## src/rtl/uart_tx_feeder_if.sv

```systemverilog
`default_nettype none
// ---------------------------------------------------------------------
// uart_tx_feeder_if: push, status and TX-handshake bundle   (rev 1.0)
// ---------------------------------------------------------------------
interface uart_tx_feeder_if #(
  parameter int DATA_WIDTH = 8,
  parameter int ADDR_WIDTH = 4
);
  logic                  wr_en;
  logic [DATA_WIDTH-1:0] wr_data;
  logic                  ovf_clr;
  logic                  tx_sent;
  logic [DATA_WIDTH-1:0] tx_data;
  logic                  tx_send;
  logic                  full;
  logic                  empty;
  logic [ADDR_WIDTH:0]   level;
  logic                  overflow;
  logic                  busy;

  modport master (
    output wr_en, wr_data, ovf_clr, tx_sent,
    input  tx_data, tx_send, full, empty, level, overflow, busy
  );

  modport slave (
    input  wr_en, wr_data, ovf_clr, tx_sent,
    output tx_data, tx_send, full, empty, level, overflow, busy
  );
endinterface
`default_nettype wire

```

## src/rtl/uart_tx_feeder.sv

```systemverilog
`default_nettype none
// ---------------------------------------------------------------------
// uart_tx_feeder: byte FIFO + start/done sequencer for UART TX (rev 1.0)
// ---------------------------------------------------------------------
module uart_tx_feeder #(
  parameter int DATA_WIDTH = 8,
  parameter int ADDR_WIDTH = 4
) (
  input  wire logic         clk,
  input  wire logic         rst,
  uart_tx_feeder_if.slave   bus
);
  localparam int DEPTH = 2 ** ADDR_WIDTH;
  localparam logic [ADDR_WIDTH:0]   C_LVL_FULL = {1'b1, {ADDR_WIDTH{1'b0}}};
  localparam logic [ADDR_WIDTH:0]   C_LVL_ONE  = {{ADDR_WIDTH{1'b0}}, 1'b1};
  localparam logic [ADDR_WIDTH-1:0] C_PTR_ONE  = C_LVL_ONE[ADDR_WIDTH-1:0];

  typedef enum logic [2:0] {
    IDLE       = 3'd0,
    LOAD       = 3'd1,
    SEND       = 3'd2,
    WAIT_START = 3'd3,
    WAIT_DONE  = 3'd4
  } state_t;

  state_t                state_q;
  logic [DATA_WIDTH-1:0] mem_q [DEPTH];
  logic [ADDR_WIDTH-1:0] wr_ptr_q;
  logic [ADDR_WIDTH-1:0] rd_ptr_q;
  logic [ADDR_WIDTH:0]   level_q;
  logic [ADDR_WIDTH:0]   level_d;
  logic [DATA_WIDTH-1:0] tx_data_q;
  logic                  tx_send_q;
  logic                  busy_q;
  logic                  overflow_q;
  logic                  full;
  logic                  empty;
  logic                  pop;
  logic                  push;
  logic                  drop;

  assign full  = (level_q == C_LVL_FULL);
  assign empty = (level_q == '0);
  assign pop   = (state_q == LOAD);
  // A same-cycle pop frees a slot, so a push at full is still accepted.
  assign push  = bus.wr_en && (!full || pop);
  assign drop  = bus.wr_en && full && !pop;

  always_comb begin
    level_d = level_q;
    if (push && !pop) begin
      level_d = level_q + C_LVL_ONE;
    end else if (pop && !push) begin
      level_d = level_q - C_LVL_ONE;
    end
  end

  always_ff @(posedge clk) begin
    if (rst && push) begin
      mem_q[wr_ptr_q] <= bus.wr_data;
    end
  end

  always_ff @(posedge clk) begin
    if (!rst) begin
      state_q    <= IDLE;
      wr_ptr_q   <= '0;
      rd_ptr_q   <= '0;
      level_q    <= '0;
      tx_data_q  <= '0;
      tx_send_q  <= 1'b0;
      busy_q     <= 1'b0;
      overflow_q <= 1'b0;
    end else begin
      level_q   <= level_d;
      tx_send_q <= 1'b0;
      if (push) begin
        wr_ptr_q <= wr_ptr_q + C_PTR_ONE;
      end
      if (drop) begin
        overflow_q <= 1'b1;
      end else if (bus.ovf_clr) begin
        overflow_q <= 1'b0;
      end

      // tx_send_q/busy_q track the state being entered, so they act as Moore outputs.
      case (state_q)
        IDLE: begin
          if (!empty) begin
            state_q <= LOAD;
            busy_q  <= 1'b1;
          end
        end
        LOAD: begin
          tx_data_q <= mem_q[rd_ptr_q];
          rd_ptr_q  <= rd_ptr_q + C_PTR_ONE;
          state_q   <= SEND;
          tx_send_q <= 1'b1;
        end
        SEND: begin
          state_q <= WAIT_START;
        end
        WAIT_START: begin
          if (!bus.tx_sent) begin
            state_q <= WAIT_DONE;
          end
        end
        WAIT_DONE: begin
          if (bus.tx_sent) begin
            state_q <= IDLE;
            busy_q  <= 1'b0;
          end
        end
        default: begin
          state_q <= IDLE;
          busy_q  <= 1'b0;
        end
      endcase
    end
  end

  assign bus.tx_data  = tx_data_q;
  assign bus.tx_send  = tx_send_q;
  assign bus.full     = full;
  assign bus.empty    = empty;
  assign bus.level    = level_q;
  assign bus.overflow = overflow_q;
  assign bus.busy     = busy_q;
endmodule
`default_nettype wire

```

## src/flat_wrapper.sv

```systemverilog
// flat-port wrapper written by rule: the top's interface ports become plain ports
module uart_tx_feeder_flat 
#(
  parameter int DATA_WIDTH = 8,
  parameter int ADDR_WIDTH = 4
)
  (clk, rst, bus_wr_en, bus_wr_data, bus_ovf_clr, bus_tx_sent, bus_tx_data, bus_tx_send, bus_full, bus_empty, bus_level, bus_overflow, bus_busy);
  uart_tx_feeder_if #(.DATA_WIDTH(DATA_WIDTH), .ADDR_WIDTH(ADDR_WIDTH)) bus_i ();
  input  wire logic clk;
  input  wire logic rst;
  input wire logic [$bits(bus_i.wr_en)-1:0] bus_wr_en;
  input wire logic [$bits(bus_i.wr_data)-1:0] bus_wr_data;
  input wire logic [$bits(bus_i.ovf_clr)-1:0] bus_ovf_clr;
  input wire logic [$bits(bus_i.tx_sent)-1:0] bus_tx_sent;
  output wire logic [$bits(bus_i.tx_data)-1:0] bus_tx_data;
  output wire logic [$bits(bus_i.tx_send)-1:0] bus_tx_send;
  output wire logic [$bits(bus_i.full)-1:0] bus_full;
  output wire logic [$bits(bus_i.empty)-1:0] bus_empty;
  output wire logic [$bits(bus_i.level)-1:0] bus_level;
  output wire logic [$bits(bus_i.overflow)-1:0] bus_overflow;
  output wire logic [$bits(bus_i.busy)-1:0] bus_busy;
  assign bus_i.wr_en = bus_wr_en;
  assign bus_i.wr_data = bus_wr_data;
  assign bus_i.ovf_clr = bus_ovf_clr;
  assign bus_i.tx_sent = bus_tx_sent;
  assign bus_tx_data = bus_i.tx_data;
  assign bus_tx_send = bus_i.tx_send;
  assign bus_full = bus_i.full;
  assign bus_empty = bus_i.empty;
  assign bus_level = bus_i.level;
  assign bus_overflow = bus_i.overflow;
  assign bus_busy = bus_i.busy;
  uart_tx_feeder #(.DATA_WIDTH(DATA_WIDTH), .ADDR_WIDTH(ADDR_WIDTH)) u_core (.clk(clk), .rst(rst), .bus(bus_i));
endmodule
```

## config.mk

```make
export PLATFORM = sky130hd
export DESIGN_NAME = uart_tx_feeder_flat
export DESIGN_NICKNAME = d
export VERILOG_FILES = /design/src/rtl/uart_tx_feeder_if.sv /design/src/rtl/uart_tx_feeder.sv /design/src/flat_wrapper.sv
export SDC_FILE = /design/constraint.sdc
export NUM_CORES = 1
export LEC_CHECK = 0
export CELL_PAD_IN_SITES_DETAIL_PLACEMENT = 0
export CELL_PAD_IN_SITES_GLOBAL_PLACEMENT = 2
export CORE_MARGIN = 4
export CORE_UTILIZATION = 45
export CTS_CLUSTER_SIZE = 8
export DETAILED_ROUTE_END_ITERATION = 6
export PLACE_DENSITY_LB_ADDON = 0.1
export SYNTH_ARGS = -nofsm -noshare
export SYNTH_HDL_FRONTEND = slang
export SYNTH_SLANG_ARGS = --single-unit
```

## constraint.sdc

```tcl
create_clock -name clk -period 3.4 [get_ports clk]
set_input_delay 0.85 -clock clk [delete_from_list [all_inputs] [get_ports clk]]
set_output_delay 0.85 -clock clk [all_outputs]
set_load 0.01 [all_outputs]
```

### Word-level counts from Yosys, hierarchy flattened

Memories as Yosys holds them, arrays and structs flattened. A register that Yosys moved wholly into a read port is not among the register bits.
Cells that the tools add are included.

* RAM bits: 128
* word-level logic and storage cells: 53
* bits in registers: 19
* memories: 1

* $add $sub $neg: 4
* reduce and logical (&&, ||, !) cells: 18
* equality and inequality tests: 8
* bitwise gates (word level): 1
* mux-type cells: 14

Memories
* u_core.mem_q: words 16, bits a word 8, read ports 1, clocked after Yosys merged registers in 1, wr ports 1, line uart_tx_feeder.sv:27 `logic [DATA_WIDTH-1:0] mem_q [DEPTH];`

Operator list (count)
* one-hot mux 3 bit (5 select lines): 1
* two-way mux 5 bit: 2
* two-way mux 3 bit: 3
* adder 4 x 1 -> 4 bit, second input constant: 2
* two-way mux 1 bit: 7
* equality test 3 x 2 -> 1 bit, second input constant: 2
* logical AND 1 bit: 6
* != test 2 bit, second input constant: 3
* AND reduction 3 bit: 2
* adder 5 x 1 -> 5 bit, second input constant: 1
* equality test 5 bit, second input constant: 1
* logical NOT 5 bit: 1
* subtractor 5 x 1 -> 5 bit, second input constant: 1
* logical NOT 1 bit: 4
* nonzero test 2 bit: 2
* equality test 3 x 1 -> 1 bit, second input constant: 1
* equality test 3 bit, second input constant: 1
* logical NOT 3 bit: 1
* one-hot mux 1 bit (3 select lines): 1
* OR reduction 3 bit: 1
* logical OR 1 bit: 1
* inverter 1 bit: 1

### Logic depth before layout (Yosys ltp)

Gate-level depths: netlist of the first run.

* word-level depth: 8
* depth in mapped cells: 11
* mapped depth without buffers: 9

### Worst setup path after synthesis of the first run

Ideal clock, no wire load.

* path type: register to register
* start: register u_core.level_q[0], in the netlist u_core.bus.level[0]
* end: register u_core.level_q[4], in the netlist u_core.bus.level[4]
* data required time: 3.328 ns
* arrival: 2.714 ns
* setup time: 0.072 ns
* buffers on the path: 2
* stages on the path, launching flop included: 12
* setup slack: 0.615 ns
* path through: dfxtp_1 -> or4_1 -> buf_2 -> o31a_1 -> buf_6 -> ha_1 -> inv_1 -> ha_1 -> a21o_1 -> a21oi_1 -> mux2i_1 -> mux2i_1

* word-level cells in the longest chain between the ends: 7
* elaborated cells between the ends (all ways): 12

Ends and longest elaborated chain
* from (decl): line uart_tx_feeder.sv:30 `logic [ADDR_WIDTH:0] level_q;`
* from (signal assigned): line uart_tx_feeder.sv:75 `level_q <= level_d;`
* branches (longest 7 deep; another with subtractor 5 x 1 -> 5 bit)

Several ways; the timed one is not identified. The select of a mux whose other input is x is not followed.
A chain may end at the register's enable or synchronous reset.

### Final worst setup path of the first run

* start: register u_core.level_q[0], in the netlist u_core.bus.level[0]
* end: output bus_full

* word-level cells in the longest chain between the ends: 1

Ends and longest elaborated chain
* equality test 5 bit: line uart_tx_feeder.sv:42 `assign full = (level_q == C_LVL_FULL);`
* to (decl): line flat_wrapper.sv:17 `output wire logic [$bits(bus_i.full)-1:0] bus_full;`

No other way between the ends.

==> results.txt, run 1 <==
run status -> completed
Vias per Instance -> 5.281
clock-pin slew reported for the worst setup and hold paths after clock tree synthesis -> 60 ps
final cycle utilization of the critical path -> 91.06%
Setup Skew -> 6.309 ps
fraction of power consumed by combinational cells -> 20.2%
number of nets in the final layout -> 422
filler instances -> 1071
global-route usage over all layers -> 16.03%
FF+latch area -> 0.004385 sq mm
ANT cells -> 0
Unique masters post-synth -> 37
number of DRC markers after the initial detailed-route iteration -> 192
startpoint-to-endpoint class of the critical path -> register to output port
Power Total -> 5.244 mW
number of resized instances in the post-cts repair step -> 0
WP data required -> 2550 ps
multi-input combinational cell area -> 0.001685 sq mm
worst-path fanout max -> 6
worst voltage drop across the vdd grid -> 0.0003188 V
Bufs on Longest Clock Path -> 2
final worst path period need -> 3096 ps
final number of hold-violating endpoints -> 0
number of nets with antenna violations after routing -> 0
total negative setup slack -> 0 ps
count of mapped cells out of synthesis -> 344
# Post-CTS Setup Buffers -> 0
Worst Tran Pin Value -> 694.1 ps
Int Power -> 3.919 mW
highest achievable clock rate -> 0.3230 GHz
placeable core region -> 0.01335 sq mm
number of top-level design ports -> 31
number of antenna violations at the first check in global routing -> 0
power per unit of standard cell area -> 709.0 mW/mm^2
TritonCTS clock tree -> built
Lkg Pwr -> 2.427 nW
share of post-route cells with drive strength above 1 -> 21.36%
gp weighted congestion -> 0.7281
first-pass GRT wire length -> 18620 microns
data arrival time of the critical path -> 2250 ps
switching share of total power -> 25.27%
area added between synthesis and finish -> 19.85%
Die ar. -> 0.01565 sq mm
RSZ-0062 raised after global routing -> no
Syn. warnings -> 0
mean instance size in the synthesized netlist -> 17.94 sq um
most frequent cells in the layout -> sky130_fd_sc_hd__edfxtp_1 (128), sky130_fd_sc_hd__mux4_2 (32), sky130_fd_sc_hd__clkdlybuf4s50_1 (30)
post-synthesis cell area -> 0.006171 sq mm
vias after detailed routing -> 3105
number of search-and-repair iterations in the first detailed-routing pass -> 6
reported net switching power -> 1.325 mW
CTS H-tree lvls -> 4
via count of the first global-routing pass -> 3133
total clock buffers created by CTS -> 17
FP Rows -> 42
TritonCTS sink count -> 155
register area share after synthesis -> 71.05%
library cell used as clock root buffer -> sky130_fd_sc_hd__clkbuf_16
Routed WL per cell -> 20.32 microns
overall overflow remaining after global route -> 0
starting utilization of the core area -> 46.23%
Die Width -> 125.1 microns
kind of capture point of the worst setup path -> output port
Clk network pwr share -> 36.8%
most common cell after layout, fill and taps aside -> sky130_fd_sc_hd__edfxtp_1
detailed-placement wirelength estimate -> 7495 microns
largest net degree at the start of global routing -> 36
count of final setup violators -> 0
Reg power frac -> 42.9%
Syn Nets -> 367
count of pins over their slew limit -> 0
worst min-delay path category -> register to register
# Max-Cap Violations -> 0
startpoint kind of the worst setup timing path -> register
hold buffers post-CTS -> 0
relative slew slack -> 53.73%
post-synthesis register bit count -> 155
drc violations -> 0
DIE HEIGHT -> 125.1 microns
clock insertion delay at the later pin of the skew report -> 410 ps
number of buffers added on ports -> 30
final WL -> 11950 microns
[power by group through the flow]
stage	Combinational (mW)	Clock [mW]	Sequential, mW
after floorplan	0.677	0	2.30
after global placement	1.08	0	2.29
after detailed placement	1.08	0	2.29
after CTS	1.08	1.97	2.25
after global routing	1.17	2.06	2.27
final	1.06	1.93	2.25
[final timing paths]
check,slack (ps),cells past startpoint,endpoint,startpoint
setup / recovery,300,3,bus_full,u_core.bus.level[0]
hold / removal,490,2,u_core.bus.overflow,u_core.bus.overflow
setup reg to reg,510,9,u_core.bus.level[4],u_core.bus.level[0]
hold reg to reg,490,2,u_core.bus.overflow,u_core.bus.overflow
[per-layer routing]
layer	vias up	GRT usage (%)	routed length (microns)
met2	62	24.45	5638
met4	0	5.548	178
met5	-	0	0
li1	1467	-	-
met3	16	3.710	474
met1	1560	22.92	5656
[layout make-up]
cell class	count	area share (%)
Sequential cell	155	59.30
Multi-Input combinational cell	166	22.79
Timing Repair Buffer	53	6.395
Inverter	6	0.3045
Tap cell	176	2.977
Clock inverter	11	2.284
Clock buffer	21	5.955
[kinds of logic after synthesis]
logic type | count (synthesis) | share of synthesized area [%]
AO/OA/AOI/OAI | 23 | 3.042
XOR/XNOR | 8 | 1.135
adder cells (fa/ha/maj) | 10 | 2.149
buffers and inverters | 23 | 1.642
flip-flops | 155 | 71.05
multiplexers | 53 | 15.09
AND/OR/NAND/NOR | 72 | 5.900
[worst max-delay path, stage by stage (launching register included)]
cell	delay, ps
sky130_fd_sc_hd__dfxtp_1	370
sky130_fd_sc_hd__or4_1	710
sky130_fd_sc_hd__nor2_1	200
sky130_fd_sc_hd__clkdlybuf4s50_1	560
[through the flow]
stage / hold WS, ps / worst slack, ps / std cells / utilization (%) / instance area, sq um
2_1_floorplan: 468.0 / 614.6 / 344 / - / 6171
3_3_place_gp: 468.4 / 306.6 / 556 / 50.84 / 6787
3_5_place_dp: 482.0 / 217.0 / 556 / 50.84 / 6787
4_1_cts: 491.6 / 279.3 / 588 / 55.41 / 7396
5_1_grt: 531.9 / 186.7 / 588 / 55.41 / 7396
6_report: 488.2 / 303.9 / 588 / 55.41 / 7396
[synth_stat cells (all sizes together)]
cell,count,area [sq um]
edfxtp,128,3844
o21a,1,7.510
nand3b,2,15.01
fa,1,20.02
o311ai,1,26.28
or4,1,7.510
and2,8,50.05
nand3,12,60.06
ha,9,112.6
o21ai,3,15.01
nor3,1,5.000
or2,2,12.51
xor2,1,8.760
nor3b,3,27.52
dfxtp,27,540.5
a2bb2oi,1,8.760
a21boi,2,15.01
nor2b,2,12.51
mux4,32,720.7
o221ai,8,70.07
a21o,2,16.27
nor4,1,6.260
nor4b,1,8.760
nor2,23,86.33
nand4,2,12.51
clkbuf,10,37.54
o31a,1,8.760
xnor2,7,61.31
a21oi,4,20.02
mux2i,21,210.2
inv,6,22.52
buf,7,41.29
nand2,11,41.29
nand2b,3,18.77
[state kept, by name, indices dropped and copies added, names as in the netlist]
| signal | flops |
|---|---|
| u_core.mem_q | 128 |
| u_core.wr_ptr_q | 4 |
| u_core.bus.overflow | 1 |
| u_core.rd_ptr_q | 4 |
| u_core.bus.busy | 1 |
| u_core.bus.level | 5 |
| u_core.bus.tx_data | 8 |
| u_core.state_q | 3 |
| u_core.bus.tx_send | 1 |
(Power assumes the default switching activity.)
==> run 2: changes to the inputs <==
--- a/config.mk
+++ b/config.mk
@@ -12,6 +12,7 @@
 export CTS_CLUSTER_SIZE = 8
 export DETAILED_ROUTE_END_ITERATION = 6
 export PLACE_DENSITY_LB_ADDON = 0.1
+export SKIP_LAST_GASP = 1
 export SYNTH_ARGS = -nofsm -noshare
 export SYNTH_HDL_FRONTEND = slang
 export SYNTH_SLANG_ARGS = --single-unit
==> results of run 2 <==
Same layout as run 1: the final DEF is identical, and so are final timing and power.
==> RTL edit, RTL diff (settings of run 2) <==
`DATA_WIDTH` is set to 8 in 3 places; all go to 12.
--- a/src/rtl/uart_tx_feeder_if.sv
+++ b/src/rtl/uart_tx_feeder_if.sv
@@ -3,7 +3,7 @@
 // uart_tx_feeder_if: push, status and TX-handshake bundle   (rev 1.0)
 // ---------------------------------------------------------------------
 interface uart_tx_feeder_if #(
-  parameter int DATA_WIDTH = 8,
+  parameter int DATA_WIDTH = 12,
   parameter int ADDR_WIDTH = 4
 );
   logic                  wr_en;
--- a/src/rtl/uart_tx_feeder.sv
+++ b/src/rtl/uart_tx_feeder.sv
@@ -3,7 +3,7 @@
 // uart_tx_feeder: byte FIFO + start/done sequencer for UART TX (rev 1.0)
 // ---------------------------------------------------------------------
 module uart_tx_feeder #(
-  parameter int DATA_WIDTH = 8,
+  parameter int DATA_WIDTH = 12,
   parameter int ADDR_WIDTH = 4
 ) (
   input  wire logic         clk,
--- a/src/flat_wrapper.sv
+++ b/src/flat_wrapper.sv
@@ -1,7 +1,7 @@
 // flat-port wrapper written by rule: the top's interface ports become plain ports
 module uart_tx_feeder_flat 
 #(
-  parameter int DATA_WIDTH = 8,
+  parameter int DATA_WIDTH = 12,
   parameter int ADDR_WIDTH = 4
 )
   (clk, rst, bus_wr_en, bus_wr_data, bus_ovf_clr, bus_tx_sent, bus_tx_data, bus_tx_send, bus_full, bus_empty, bus_level, bus_overflow, bus_busy);
Interface: changed (resized bus_tx_data and bus_wr_data); port bits go from 31 to 39. No check against the original RTL was run, so the function may have changed too.
==> RTL edit against run 2 <==
Synthesized area up 43%; sequential cell count up 68; final area up 41%; wire length up 51%; worst setup slack worse by 0.13 ns; first-iteration DRC count up 60%; global-route usage up 0.71 points; power up 39%; critical path type unchanged; critical endpoint unchanged; largest power group unchanged.
==> RTL edit: results (changes against run 2) <==
- Result of the run: completed (unchanged)
- Post-synthesis cell type count: 43 (was 37)
- Warnings, synthesis: 0 (unchanged)
- Path type of the worst min-delay path: reg -> reg (unchanged)
- Routed met2 length: 8710 µm (was 5640 µm)
- Final RePlAce weighted congestion: 0.788 (was 0.728)
- Max Fanout on Critical Path: 6 (unchanged)
- Arrival time worst endpoint: 2.37 ns (was 2.25 ns)
- Worst supply voltage drop on vdd: 0.000388 V (was 0.000319 V)
- Total nets after synthesis: 505 (was 367)
- Mapped Area: 8840 µm² (was 6170 µm²)
- Ratio of cells with drive above 1 in the final layout: 21.3% (was 21.4%)
- Highest Signal Layer: met4 (unchanged)
- Library cell contributing the largest single delay on the critical path: or4_1 (unchanged)
- Number of buffers inserted during clock tree synthesis: 31 (was 17)
- Leak pwr: 3.40 nW (was 2.43 nW)
- Clock tree root buffer cell: clkbuf_16 (unchanged)
- Post-cts repair resize count: 0 (unchanged)
- Total inserted antenna cells: 0 (unchanged)
- Max Root-Sink Buffers: 3 (was 2)
- Number of H-tree levels: 1 (was 4)
- Number of filler cells placed in the layout: 1,578 (was 1,071)
- Max reg flops: 192 (was 128)
- Total detailed-routing wirelength: 18,100 µm (was 11,900 µm)
- Register area share after synthesis: 72.3% (was 71.0%)
- Pre-antenna DRT Iters: 4 (was 6)
- Critical path's largest stage delay: 0.71 ns (about the same)
- Clk Latency, worst-skew pair: 0.53 ns (was 0.41 ns)
- Met3 wirelength from detailed routing: 1030 µm (was 474 µm)
- Area share of the leading cell type in the synthesized netlist: 65.2% (was 62.3%)
- DR vias/cell: 5.38 (was 5.28)
- Via count of the first global-routing pass: 4,542 (was 3,133)
- Routed metal-1 wire length: 7980 µm (was 5660 µm)
- Final net count: 575 (was 422)
- Hpwl dp: 10,800 µm (was 7490 µm)
- Count of buffers added by post-CTS timing repair for setup: 0 (unchanged)
- Category of cells accounting for the largest share of critical-path delay: simple AND/OR/NAND/NOR gates (unchanged)
- Worst Skew: 0.0118 ns (was 0.00631 ns)
- Largest net degree at the start of global routing: 39 (was 36)
- Total routing usage reported by global routing: 16.7% (was 16.0%)
- Remaining max-slew budget at the tightest pin: 36.6% (was 53.7%)
- First-pass GRT wire length: 27,800 µm (was 18,600 µm)
- Number of enable flip-flop cells after synthesis: 192 (was 128)
- Dominant cells by area after synthesis: edfxtp_1, dfxtp_1, mux4_2, mux2_2, mux4_1 (was edfxtp_1, mux4_2, dfxtp_1, mux2i_1, ha_1)
- Number of port buffers: 38 (was 30)
- Internal power consumption: 5.46 mW (was 3.92 mW)
- Register-to-Register Path Depth: 9 (unchanged)
- Number of DRC markers after the initial detailed-route iteration: 308 (was 192)
- Commonest cells post-synth: edfxtp_1, mux2_2, nor2_1 (was edfxtp_1, mux4_2, dfxtp_1)
==> RTL edit: changes by cell type after synthesis, sizes merged, moves of 4 or more <==
| cell | before | now |
|---|---|---|
| edfxtp | 128 | 192 |
| o22ai | 0 | 12 |
| nor2 | 23 | 35 |
| dfxtp | 27 | 31 |
| mux2 | 0 | 36 |
| a221o | 0 | 12 |
| buf | 7 | 12 |
| nor3 | 1 | 13 |
| nand3 | 12 | 3 |
| mux4 | 32 | 36 |
| mux2i | 21 | 5 |
| o221ai | 8 | 0 |
==> RTL edit: final timing paths <==
check	end	startpoint	slack [ns]
worst max-delay path	bus_full	u_core.bus.level[0]	0.18
worst max register to register	u_core.bus.level[4]	u_core.bus.level[0]	0.45
worst min register to register	u_core.bus.overflow	u_core.bus.overflow	0.49
worst min-delay path	u_core.bus.overflow	u_core.bus.overflow	0.49
==> RTL edit: layout make-up <==
cell class | instances | share of cell area [%]
flip-flops and latches | 223 | 61.2
multi-input cells | 225 | 21.8
inverters | 6 | 0.216
clock buffers | 57 | 8.36
repair buffers | 61 | 5.29
well taps | 260 | 3.11
==> RTL edit: power by group through the flow <==
stage	clock network [mW]	registers, mW	logic, mW
floorplan	0	3.28	0.869
CTS	2.80	3.28	1.30
detailed placement	0	3.33	1.29
global placement	0	3.32	1.28
finish	2.72	3.27	1.28
global route	2.93	3.29	1.40
==> RTL edit: through the flow <==
| step | cell area, µm² | cells | utilization, % | setup WS (ns) | hold WS [ns] |
|---|---|---|---|---|---|
| 2_1_floorplan | 8840 | 478 | - | 0.584 | 0.468 |
| 3_3_place_gp | 9570 | 775 | 50.3 | 0.225 | 0.467 |
| 3_5_place_dp | 9570 | 775 | 50.3 | 0.192 | 0.484 |
| 4_1_cts | 10400 | 832 | 54.9 | 0.118 | 0.491 |
| 5_1_grt | 10400 | 832 | 54.9 | 0.0401 | 0.513 |
| 6_report | 10400 | 832 | 54.9 | 0.178 | 0.486 |
==> RTL edit: cell families after synthesis <==
logic type      share of synthesized area, %
mux                                     14.8
simple gates                            5.15
compound gates                          3.52
xor+xnor                               0.793
buf+inv                                 1.94
fa+ha+maj                               1.50
flops                                   72.3
==> RTL edit: worst register-to-register path: cells and delay by family (launching register included) <==
family	cells	cell delay [ns]
compound gates	3	0.68
fa+ha+maj	2	0.51
buf+inv	1	0.15
flops	1	0.37
mux	2	0.44
simple gates	1	0.71
==> RTL edit: metal layers <==
layer	vias to the layer above	global-route usage, %
met5	-	0
met4	0	4.25
met3	27	2.80
met2	103	27.0
met1	2294	24.0
li1	2049	-
